$ cat src/rtl/ram1024_arb.sv
// ram1024_arb: arbitrates the 1024x16 boot RAM between the CPU port (A) and the debug/loader port (B).
// Latency: grant is combinational in the request cycle; read data and rvalid follow one cycle later.
// Backpressure: a requester holds req and its fields until gnt. B has fixed priority. A is forced
//   through after MAXWAIT denied cycles. A B lock holds off A for read-modify-write sequences.
// Ports: clk/nreset; a_* and b_* requester ports (req/we/be/addr/wdata in, gnt/rvalid/rdata out);
//   b_lock/b_locked lock request and status; ram_* drive the single synchronous RAM port, ram_q returns data.
module ram1024_arb #(
  parameter int unsigned MAXWAIT = 4
) (
  input  logic        clk,
  input  logic        nreset,
  input  logic        a_req,
  input  logic        a_we,
  input  logic [1:0]  a_be,
  input  logic [9:0]  a_addr,
  input  logic [15:0] a_wdata,
  output logic        a_gnt,
  output logic        a_rvalid,
  output logic [15:0] a_rdata,
  input  logic        b_req,
  input  logic        b_we,
  input  logic [1:0]  b_be,
  input  logic [9:0]  b_addr,
  input  logic [15:0] b_wdata,
  input  logic        b_lock,
  output logic        b_gnt,
  output logic        b_rvalid,
  output logic [15:0] b_rdata,
  output logic        b_locked,
  output logic [9:0]  ram_addr,
  output logic [1:0]  ram_be,
  output logic        ram_wren,
  output logic [15:0] ram_data,
  input  logic [15:0] ram_q
);

  localparam logic [3:0] WAIT_MAX = 4'(MAXWAIT);

  typedef enum logic [1:0] {OWN_NONE, OWN_A, OWN_B} owner_t;
  typedef enum logic {UNLOCKED, LOCKED} lock_t;

  lock_t       lock_q, lock_d;
  owner_t      owner_q, owner_d;
  logic [3:0]  wait_cnt, wait_d;
  logic [9:0]  addr_q;
  logic [15:0] data_q;

  // Grant decision. Requests are masked while reset is asserted so nothing
  // reaches the RAM during an asynchronous reset.
  always_comb begin
    a_gnt = 1'b0;
    b_gnt = 1'b0;
    if (nreset) begin
      if (lock_q == LOCKED) begin
        b_gnt = b_req;
      end else if (a_req && (wait_cnt == WAIT_MAX)) begin
        a_gnt = 1'b1;
      end else if (b_req) begin
        b_gnt = 1'b1;
      end else if (a_req) begin
        a_gnt = 1'b1;
      end
    end
  end

  // Lock FSM next state. Dropping b_lock releases the lock at the closing edge,
  // whether or not B is granted in that cycle.
  always_comb begin
    lock_d = lock_q;
    case (lock_q)
      UNLOCKED: if (b_gnt && b_lock) lock_d = LOCKED;
      LOCKED:   if (!b_lock)         lock_d = UNLOCKED;
      default:  lock_d = UNLOCKED;
    endcase
  end

  // Starvation counter. The edge that takes the lock already counts as locked,
  // so A gains no credit for being held off by a locked sequence; the credit
  // it had before the lock is kept.
  always_comb begin
    wait_d = wait_cnt;
    if (!a_req || a_gnt) begin
      wait_d = 4'd0;
    end else if ((lock_q == UNLOCKED) && (lock_d == UNLOCKED) && (wait_cnt < WAIT_MAX)) begin
      wait_d = wait_cnt + 4'd1;
    end
  end

  // RAM port mux. Address and data hold their last granted values when idle;
  // the strobe and byte enables drop to zero.
  always_comb begin
    ram_addr = addr_q;
    ram_data = data_q;
    ram_be   = 2'b00;
    ram_wren = 1'b0;
    if (a_gnt) begin
      ram_addr = a_addr;
      ram_data = a_wdata;
      ram_be   = a_be;
      ram_wren = a_we;
    end else if (b_gnt) begin
      ram_addr = b_addr;
      ram_data = b_wdata;
      ram_be   = b_be;
      ram_wren = b_we;
    end
  end

  // Read owner for the data returning next cycle; writes and idle cycles own nothing.
  always_comb begin
    owner_d = OWN_NONE;
    if (a_gnt && !a_we) begin
      owner_d = OWN_A;
    end else if (b_gnt && !b_we) begin
      owner_d = OWN_B;
    end
  end

  always_ff @(posedge clk or negedge nreset) begin
    if (!nreset) begin
      lock_q   <= UNLOCKED;
      owner_q  <= OWN_NONE;
      wait_cnt <= 4'd0;
      addr_q   <= 10'd0;
      data_q   <= 16'd0;
    end else begin
      lock_q   <= lock_d;
      owner_q  <= owner_d;
      wait_cnt <= wait_d;
      addr_q   <= ram_addr;
      data_q   <= ram_data;
    end
  end

  assign b_locked = (lock_q == LOCKED);
  assign a_rvalid = (owner_q == OWN_A);
  assign b_rvalid = (owner_q == OWN_B);
  // Both ports see the RAM output directly; rvalid alone tells them whose data it is.
  assign a_rdata  = ram_q;
  assign b_rdata  = ram_q;

endmodule

$ cat config.mk
export PLATFORM = sky130hd
export DESIGN_NAME = ram1024_arb
export DESIGN_NICKNAME = d
export VERILOG_FILES = /design/src/rtl/ram1024_arb.sv
export SDC_FILE = /design/constraint.sdc
export NUM_CORES = 1
export LEC_CHECK = 0
export CAP_MARGIN = 15
export CORE_MARGIN = 2
export CORE_UTILIZATION = 25
export CTS_CLUSTER_SIZE = 16
export DETAILED_ROUTE_END_ITERATION = 7
export HOLD_SLACK_MARGIN = 0.02
export PLACE_DENSITY_LB_ADDON = 0.08
export SYNTH_ARGS = -nofsm -noshare
export SYNTH_HDL_FRONTEND = slang
export SYNTH_SLANG_ARGS = --single-unit
$ cat constraint.sdc
create_clock -name clk -period 5.4 [get_ports clk]
set_input_delay 1.08 -clock clk [delete_from_list [all_inputs] [get_ports clk]]
set_output_delay 1.08 -clock clk [all_outputs]
set_load 0.02 [all_outputs]
[Word level (Yosys, flattened, before mapping)]
Index checks and enable logic that the tools add are counted.
Operators by class
  $lt $le $gt $ge: 1
  reductions and logical operators: 11
  add/sub/neg operators: 1
  equal/unequal tests: 3
  muxes and demuxes: 24
  bitwise gates (word level): 2
  shifts and indexed selects: 0
  divide/modulo/power cells: 0
  multiply operators: 0
Operator list (count)
  $mux 16: 2
  $mux 10: 2
  $mux 1: 13
  $mux 2: 4
  $mux 4: 2
  $logic_and 1x1->1: 6
  $add 4x1->4 const B: 1
  $eq 4x3->1 const B: 1
  $lt 4x3->1 const B: 1
  $logic_not 1->1: 3
  $eq 2x1->1 const B: 1
  $eq 2x2->1 const B: 1
  $not 1->1: 2
  $pmux 1 s2: 1
  $reduce_bool 2->1: 1
  $logic_or 1x1->1: 1
Word-level totals
  ROM bits: 0
  word-level logic and storage cells: 47
  latch bits: 0
  output and inout port bits: 66
  flip-flop bits (word level): 33
  bits in writable memories: 0
  bits of input ports: 79
  memories kept: 0

[Longest topological paths before layout]
  word-level depth: 13
  gate-level depth with buffers: 7
  gate-level depth less buffers: 5

[Least setup slack after synthesis]
OpenSTA, ideal clock, no wires.
  path type: in2out
  start: input port b_req
  end: output port ram_addr[3]
  stages on the path: 5
  data arrival time: 2.360 ns
  setup slack: 1.960 ns
  path through: buf_2 -> nand2_2 -> buf_2 -> nor3_1 -> nor4_1
On the way
  cells in the longest elaborated chain, start to end: 6
RTL lines
  start, declared: line 20  | input logic b_req,
  $mux 1: line 58  | end else if (b_req) begin
  $mux 1: line 56  | end else if (a_req && (wait_cnt == WAIT_MAX)) begin
  $mux 1: line 54  | if (lock_q == LOCKED) begin
  $mux 1: line 53  | if (nreset) begin
  $mux 10: line 101  | end else if (b_gnt) begin
  $mux 10 *: line 96  | if (a_gnt) begin
  end, declared: line 30  | output logic [9:0] ram_addr,
Every way passes the cells marked *; elsewhere a longest branch is shown, timed or not.

[Final worst setup path]
  start: input port a_req
  end: output port ram_data[6]
On the way
  cells in the longest elaborated chain, start to end: 6
RTL lines
  start, declared: line 12  | input logic a_req,
  $mux 1 or $logic_and 1x1->1 (tied branches): line 60, 56
  $mux 1 (on tied branches): line 58, 56
  $mux 1 (on tied branches): line 56, 54
  $mux 1 (on tied branches): line 54, 53
  $mux 1 or $mux 16 (tied branches): line 53, 101
  $mux 16 *: line 96
  end, declared: line 33  | output logic [15:0] ram_data,
Marks and branches as above.

==> results.md <==
GRT:
- The largest net degree at the start of global routing is 56.
- The first global-routing pass estimated 12900 um of wire.
- The number of antenna violations at the first check in global routing is 0.
- The number of global-route vias before repair is 2386.
- The overall fraction of global-route tracks in use is 14.2%.
- After global routing the overflow that remains totals 0.

CTS:
- The latest clock arrival within the worst-skew pair is 300 ps.
- Counting the buffers created by CTS gives 5.
- Once the clock tree was built, the resizer swapped 0 gates to a different size.
- The number of sinks handled by clock tree synthesis is 33.
- The root buffer cell chosen for the clock tree is sky130_fd_sc_hd__clkbuf_8.
- After clock tree synthesis, the clock-pin slew on the worst setup and hold paths is 70 ps.
- TritonCTS built the clock tree.
- The clock tree synthesis step divided the H-tree into 2 levels.
- For this design, the CTS-stage hold fixing added 0 buffers.
- The post-CTS setup buffer count is 0.
- The maximum count of clock buffers along a single path is 2.

Setup path:
- By instance count, the cell type seen most on the critical path is sky130_fd_sc_hd__clkdlybuf4s50_1.
- The element type at the critical path end is an output pin.
- The type of the setup path with the least slack is in -> out.
- The largest fanout of any net on the critical path is 28.
- The slowest stage of the critical path belongs to the cell sky130_fd_sc_hd__clkdlybuf4s50_1.
- The kind of cell adding the most delay to the critical path is buffers and inverters.
- The nature of the critical path startpoint is a primary input.
- The number of buffers and inverters on the critical path is 3.
- Data arrives at the worst endpoint at 3370 ps.
- The required time of the critical path is 4320 ps.
- The critical path goes through clkdlybuf4s50_1 > nor2b_4 > buf_4 > o22ai_1 > nor4_2 > clkdlybuf4s50_1.
- The delay of the slowest cell on the worst path is 690 ps.

Min path:
- The classification of the worst-slack hold path is reg -> reg.

Floorplan:
- The die covers 0.0113 mm2.
- The floorplan row count is 37.
- For this configuration, the core starts out at a cell density of 25.5%.
- The area of the core is 0.0102 mm2.
- The die is 106 um tall.
- Pin placement for this block handled 145 I/O pins.
- The die span in x is 106 um.

Flow run:
- The number of violations of the max-capacitance limit is 0.

Routing:
- The initial detailed-routing violation count is 69.
- The detail route stage leaves a number of antenna-violating nets equal to 0.
- The number of vias in the routed layout is 2344.
- The aggregate routed wire length is 7940 um.
- Dividing the detail-routed via count by the number of cells gives 4.99.
- In the routed design, unresolved DRC markers number 0.
- In the final routed layout, each cell accounts on average for 16.9 um.
- The number of optimization iterations in the first detailed-route pass is 4.

Layout:
- The area occupied by multi-input gates is 0.00135 mm2.
- Compared with the post-synthesis result, the final layout area differs by 32.6%.
- The finished layout cell area is 0.00346 mm2.
- The register cell area after layout is 826 um2.
- The top cell types in the final layout, fill and taps aside, are sky130_fd_sc_hd__clkdlybuf4s50_1 (94), sky130_fd_sc_hd__nor3_1 (54), sky130_fd_sc_hd__dfrtp_1 (33), sky130_fd_sc_hd__or2_2 (26), sky130_fd_sc_hd__o22ai_1 (26).
- The final standard cell utilization of the core is 33.9%.
- The post-route netlist has 22.2% of its cells at a drive strength greater than 1.
- The final cell count without fillers is 470.
- Fill cells in the final layout number 1033.
- The repair_antennas step left the layout with diodes totalling 0.
- The net count of the finished layout is 414.
- Leaving out fill and tap cells, the most frequent cell in the layout is sky130_fd_sc_hd__clkdlybuf4s50_1.

Status:
- The flow ran to the end, and the final reports show no timing, DRC or antenna violations.

Placed design:
- The total instance count after detailed placement is 462.
- The total of buffers placed on input and output ports is 96.
- The worst setup slack before clock tree synthesis is 979 ps.
- The placed cell area is 0.00336 mm2.
- The final weighted congestion in routability-driven placement is 0.700.
- After legalization and detailed placement, the total HPWL measured 5120 um.

Power:
- The worst-case IR drop observed on VDD is 0.0000832 V.
- The leakage power figure is 1.22 nW.
- The overall power of the completed layout is 0.852 mW.
- The power density over cell area is 246 mW/mm2.

Synthesis:
- The sequential fraction of the synthesis area is 31.6%.
- After synthesis, the share of flip-flops with an asynchronous set or reset is 100%.
- The gate count after technology mapping is 282.
- The count of unique library cells instantiated by Yosys is 31.
- The post-synthesis net count is 363.
- The predominant post-synthesis flop cell is sky130_fd_sc_hd__dfrtp_1.
- The mean area per synthesized cell is 9.27 um2.
- The mapped netlist covers 0.00261 mm2.
- The synthesis-stage register bit count is 33.
- Yosys mapped a number of flops with a built-in enable equal to 0.
- The total of warnings raised by yosys is 0.

STA:
- The part of the cycle the worst path needs is 82.4%.
- The max-slew violation count is 0.
- The worst setup slack after layout is 949 ps.
- The final critical-path required period is 4450 ps.
- The slew of the pin with the lowest slew margin is 830 ps.
- The number of hold-slack violations in the final timing report is 0.
- The hold slack is 596 ps.
- The final setup TNS is 0 ps.
- The total of endpoints with negative setup slack in the final report is 0.
- Setup repair after global routing left no endpoint under its margin.
- The maximum clock frequency is 0.225 GHz.
- The clock skew after layout is 10.6 ps.
- The worst slew margin relative to its limit is 44.4%.
## cell type report
cell class / count / area share [%]
clock inverters: 1 / 0.144
clock buffers: 7 / 2.78
flip-flops and latches: 33 / 23.8
inverters: 3 / 0.325
well taps: 136 / 4.91
repair buffers: 103 / 29.0
multi-input cells: 187 / 39.0
## state kept, by name (all words and copies together), names as in the netlist
signal and cells:
data_q 16, addr_q 10, b_locked 1, wait_cnt 4, owner_q 2
## synth_stat cells, types with 2 or more instances
cell,number,area [um2]
sky130_fd_sc_hd__nor3_1,54,270
sky130_fd_sc_hd__buf_4,37,278
sky130_fd_sc_hd__dfrtp_1,33,826
sky130_fd_sc_hd__o22ai_1,26,163
sky130_fd_sc_hd__or2_2,26,163
sky130_fd_sc_hd__a211oi_1,25,188
sky130_fd_sc_hd__nor4_2,22,275
sky130_fd_sc_hd__buf_2,13,65.1
sky130_fd_sc_hd__buf_6,7,78.8
sky130_fd_sc_hd__nor2b_1,4,25.0
sky130_fd_sc_hd__nor4_1,4,25.0
sky130_fd_sc_hd__a211oi_2,3,37.5
sky130_fd_sc_hd__a22o_1,3,26.3
sky130_fd_sc_hd__inv_1,3,11.3
sky130_fd_sc_hd__nand3_1,3,15.0
sky130_fd_sc_hd__clkbuf_1,2,7.51
sky130_fd_sc_hd__ha_1,2,25.0
sky130_fd_sc_hd__o21ai_0,2,10.0
## power breakdown
part | switching (mW) | internal, mW | total (mW)
clock network | 0.104 | 0.116 | 0.220
registers | 0.0170 | 0.283 | 0.300
logic | 0.166 | 0.167 | 0.332
total | 0.287 | 0.565 | 0.852
## worst paths after layout
kind	start	endpoint	slack, ps	cells past startpoint
max	a_req	ram_data[6]	950	6
min	wait_cnt[0]	wait_cnt[0]	600	2
max reg2reg	wait_cnt[0]	data_q[6]	3200	6
min reg2reg	wait_cnt[0]	wait_cnt[0]	600	2
max in group asynchronous	nreset	data_q[10]	4020	2
min in group asynchronous	nreset	addr_q[5]	620	1
## kinds of logic (layout without fill, tap and decap cells)
kind of cell	after synthesis	after routing	synth area share (%)
AOI/OAI and AO/OA	63	63	18.0
adders and majority gates	2	2	0.957
buffers and inverters	62	114	16.9
DFF	33	33	31.6
and+or+nand+nor	122	122	32.6
## routing by layer
metal | wire length [um] | global-route usage, % | part of all wire, % | vias to the layer above
met5 | 0 | 0 | 0 | -
met4 | 83 | 4.23 | 1.0 | 0
li1 | - | - | - | 1148
met2 | 3690 | 22.2 | 46 | 70
met3 | 477 | 3.62 | 6.0 | 8
met1 | 3690 | 19.4 | 46 | 1118
## worst min-delay path, delay by kind of cell, from the launching register on
| family | cells | cell delay (ps) |
|---|---|---|
| compound gates | 2 | 150 |
| flops | 1 | 400 |
No activity file was read; power rests on OpenSTA's default activity.
==> variant (same flow settings) <==
Re-encode `owner_t` (3 values) as one-hot, 3 bits wide.
--- a/src/rtl/ram1024_arb.sv
+++ b/src/rtl/ram1024_arb.sv
@@ -36,7 +36,7 @@
 
   localparam logic [3:0] WAIT_MAX = 4'(MAXWAIT);
 
-  typedef enum logic [1:0] {OWN_NONE, OWN_A, OWN_B} owner_t;
+  typedef enum logic [2:0] {OWN_NONE = 3'b001, OWN_A = 3'b010, OWN_B = 3'b100} owner_t;
   typedef enum logic {UNLOCKED, LOCKED} lock_t;
 
   lock_t       lock_q, lock_d;
Function: no difference found for any inputs over 10 cycles, from zero or initial values and one cycle with nreset low; not proved beyond that.
==> variant against the unedited design <==
- sequential cell count rose by 1
- final area rose by 0.76%
- synthesized cell count rose by 1.4%
- power fell by 0.73%
- highest routed layer unchanged
- critical endpoint is now ram_data[14]
- die area barely moved
- clock skew fell by 0.0052 ns
- setup slack got worse by 0.33 ns
- area after synthesis barely moved
- routed wire length fell by 0.19%
- largest power group unchanged
==> variant: results (changes against the unedited design) <==
[run_status]
status = complete, no violations

[layout]
nNetsFinal = 420  ; +1.4%
reg_top3 = data_q (16), addr_q (10), wait_cnt (4)
num_antenna_cells = 0  ; unchanged
drive_gt1_frac = 0.221  ; -0.000969

[cts]
cts-buffers-inserted = 5  ; unchanged
cts_root_buffer = clkbuf_8
cts_htree_levels = 2  ; unchanged
clk_latency_ns = 0.29

[synth]
syn-num-nets = 367  ; +1.1%
netlist_top_cells_count = nor3_1 (54), buf_4 (37), dfrtp_1 (33), a211oi_1 (28)
synth_area_leaders = dfrtp_1 (32%), nor4_2 (11%), buf_4 (11%)
async_flop_share = 1.00  ; unchanged
synth_compound_area_frac = 0.174  ; -0.00566
synthMuxAreaShare = 0  ; unchanged
yosysSeqAreaShare = 0.326  ; +0.0102
synth_fa_ha_area_frac = 0.00958  ; about the same
ys.flop_type = dfrtp_1
ys_types = 33  ; +6.5%

[global_routing]
grt_pass1_vias = 2498  ; +4.7%
grt_usage = 0.144  ; +0.00127
grt_pass1_wl_mm = 13.0  ; +0.59%
antenna_found_initial = 0  ; unchanged

[setup_path]
crit_arrival_ns = 3.70  ; +0.33 ns
reg2reg_slack_ns = 3.05  ; -0.15 ns
r2r_cells = 6  ; unchanged
r2r_start = wait_cnt[0]
critPathCapture = ram_data[14]
crit_path_max_fanout = 24  ; -14%
crit_start = a_req
rr_endpoint = data_q[14]

[timing]
worst_pin_slew_ns = 0.763  ; -0.0663 ns
slew_violations = 0  ; unchanged
fin_worst_skew_ns = 0.00535  ; -0.00521 ns

[route]
drtIter0Drc = 65  ; -5.8%
dr_total_vias = 2385  ; +1.7%
wirelength_mm = 7.92  ; -0.19%

[placed_design]
port_buffers = 96  ; unchanged
gp_congestion = 0.738  ; +5.4%
dp_hpwl_mm = 5.38  ; +5.1%

[pwr]
ir_drop_mv = 0.0935  ; +12%
leakagePower_uw = 0.00124  ; +1.7%

variant: how the worst min path moves through the flow:
stage	from	end	slack, ns	depth (start not counted)
5_1_grt	wait_cnt[1]	wait_cnt[1]	0.63	2
2_1_floorplan	wait_cnt[0]	wait_cnt[0]	0.54	2
3_5_place_dp	wait_cnt[1]	wait_cnt[1]	0.58	2
3_3_place_gp	wait_cnt[0]	wait_cnt[0]	0.58	2
6_report	wait_cnt[1]	wait_cnt[1]	0.59	2
4_1_cts	wait_cnt[1]	wait_cnt[1]	0.59	2
variant: kinds of logic (layout without fill, tap and decap cells):
kind of cell	count (synthesis)	after routing
and+or+nand+nor	122	122
adders and majority gates	2	2
AOI/OAI and AO/OA	64	64
DFF	34	34
buffers and inverters	64	118
variant: through the flow:
step	setup WS [ns]	cells	area (um^2)	hold WS (ns)	util
after floorplan	1.97	286	2610	0.541	-
after global placement	0.627	468	3400	0.580	0.332
after detailed placement	0.615	468	3400	0.581	0.332
after CTS	0.591	476	3490	0.594	0.341
after global routing	0.461	476	3490	0.634	0.341
final	0.618	476	3490	0.589	0.341
variant: worst max-delay path: stages:
cell             delay, ns
clkdlybuf4s50_1       0.58
nor2b_4               0.56
buf_4                 0.31
o22ai_1               0.12
nor4_2                0.36
clkdlybuf4s50_1       0.68
variant: area by class of cell:
class	instances	area (um^2)
Sequential cell	34	852
Multi-Input combinational cell	188	1340
Clock inverter	1	5.00
Clock buffer	7	86.3
Inverter	5	18.8
Tap cell	136	170
Timing Repair Buffer	105	1020
Fill cell	1059	6740
variant: report_power, final:
part | switching [uW] | total (uW) | internal (uW)
clock network | 101 | 204 | 103
logic | 166 | 334 | 168
registers | 17.6 | 309 | 291
total | 284 | 846 | 562
variant: per-layer routing:
layer	routed length, um	track usage	up-vias	share of wire
met5	0	0	-	0
met4	80	0.0442	0	0.010
met3	432	0.0313	9	0.055
met1	3710	0.199	1140	0.47
met2	3700	0.223	72	0.47
li1	-	-	1164	-
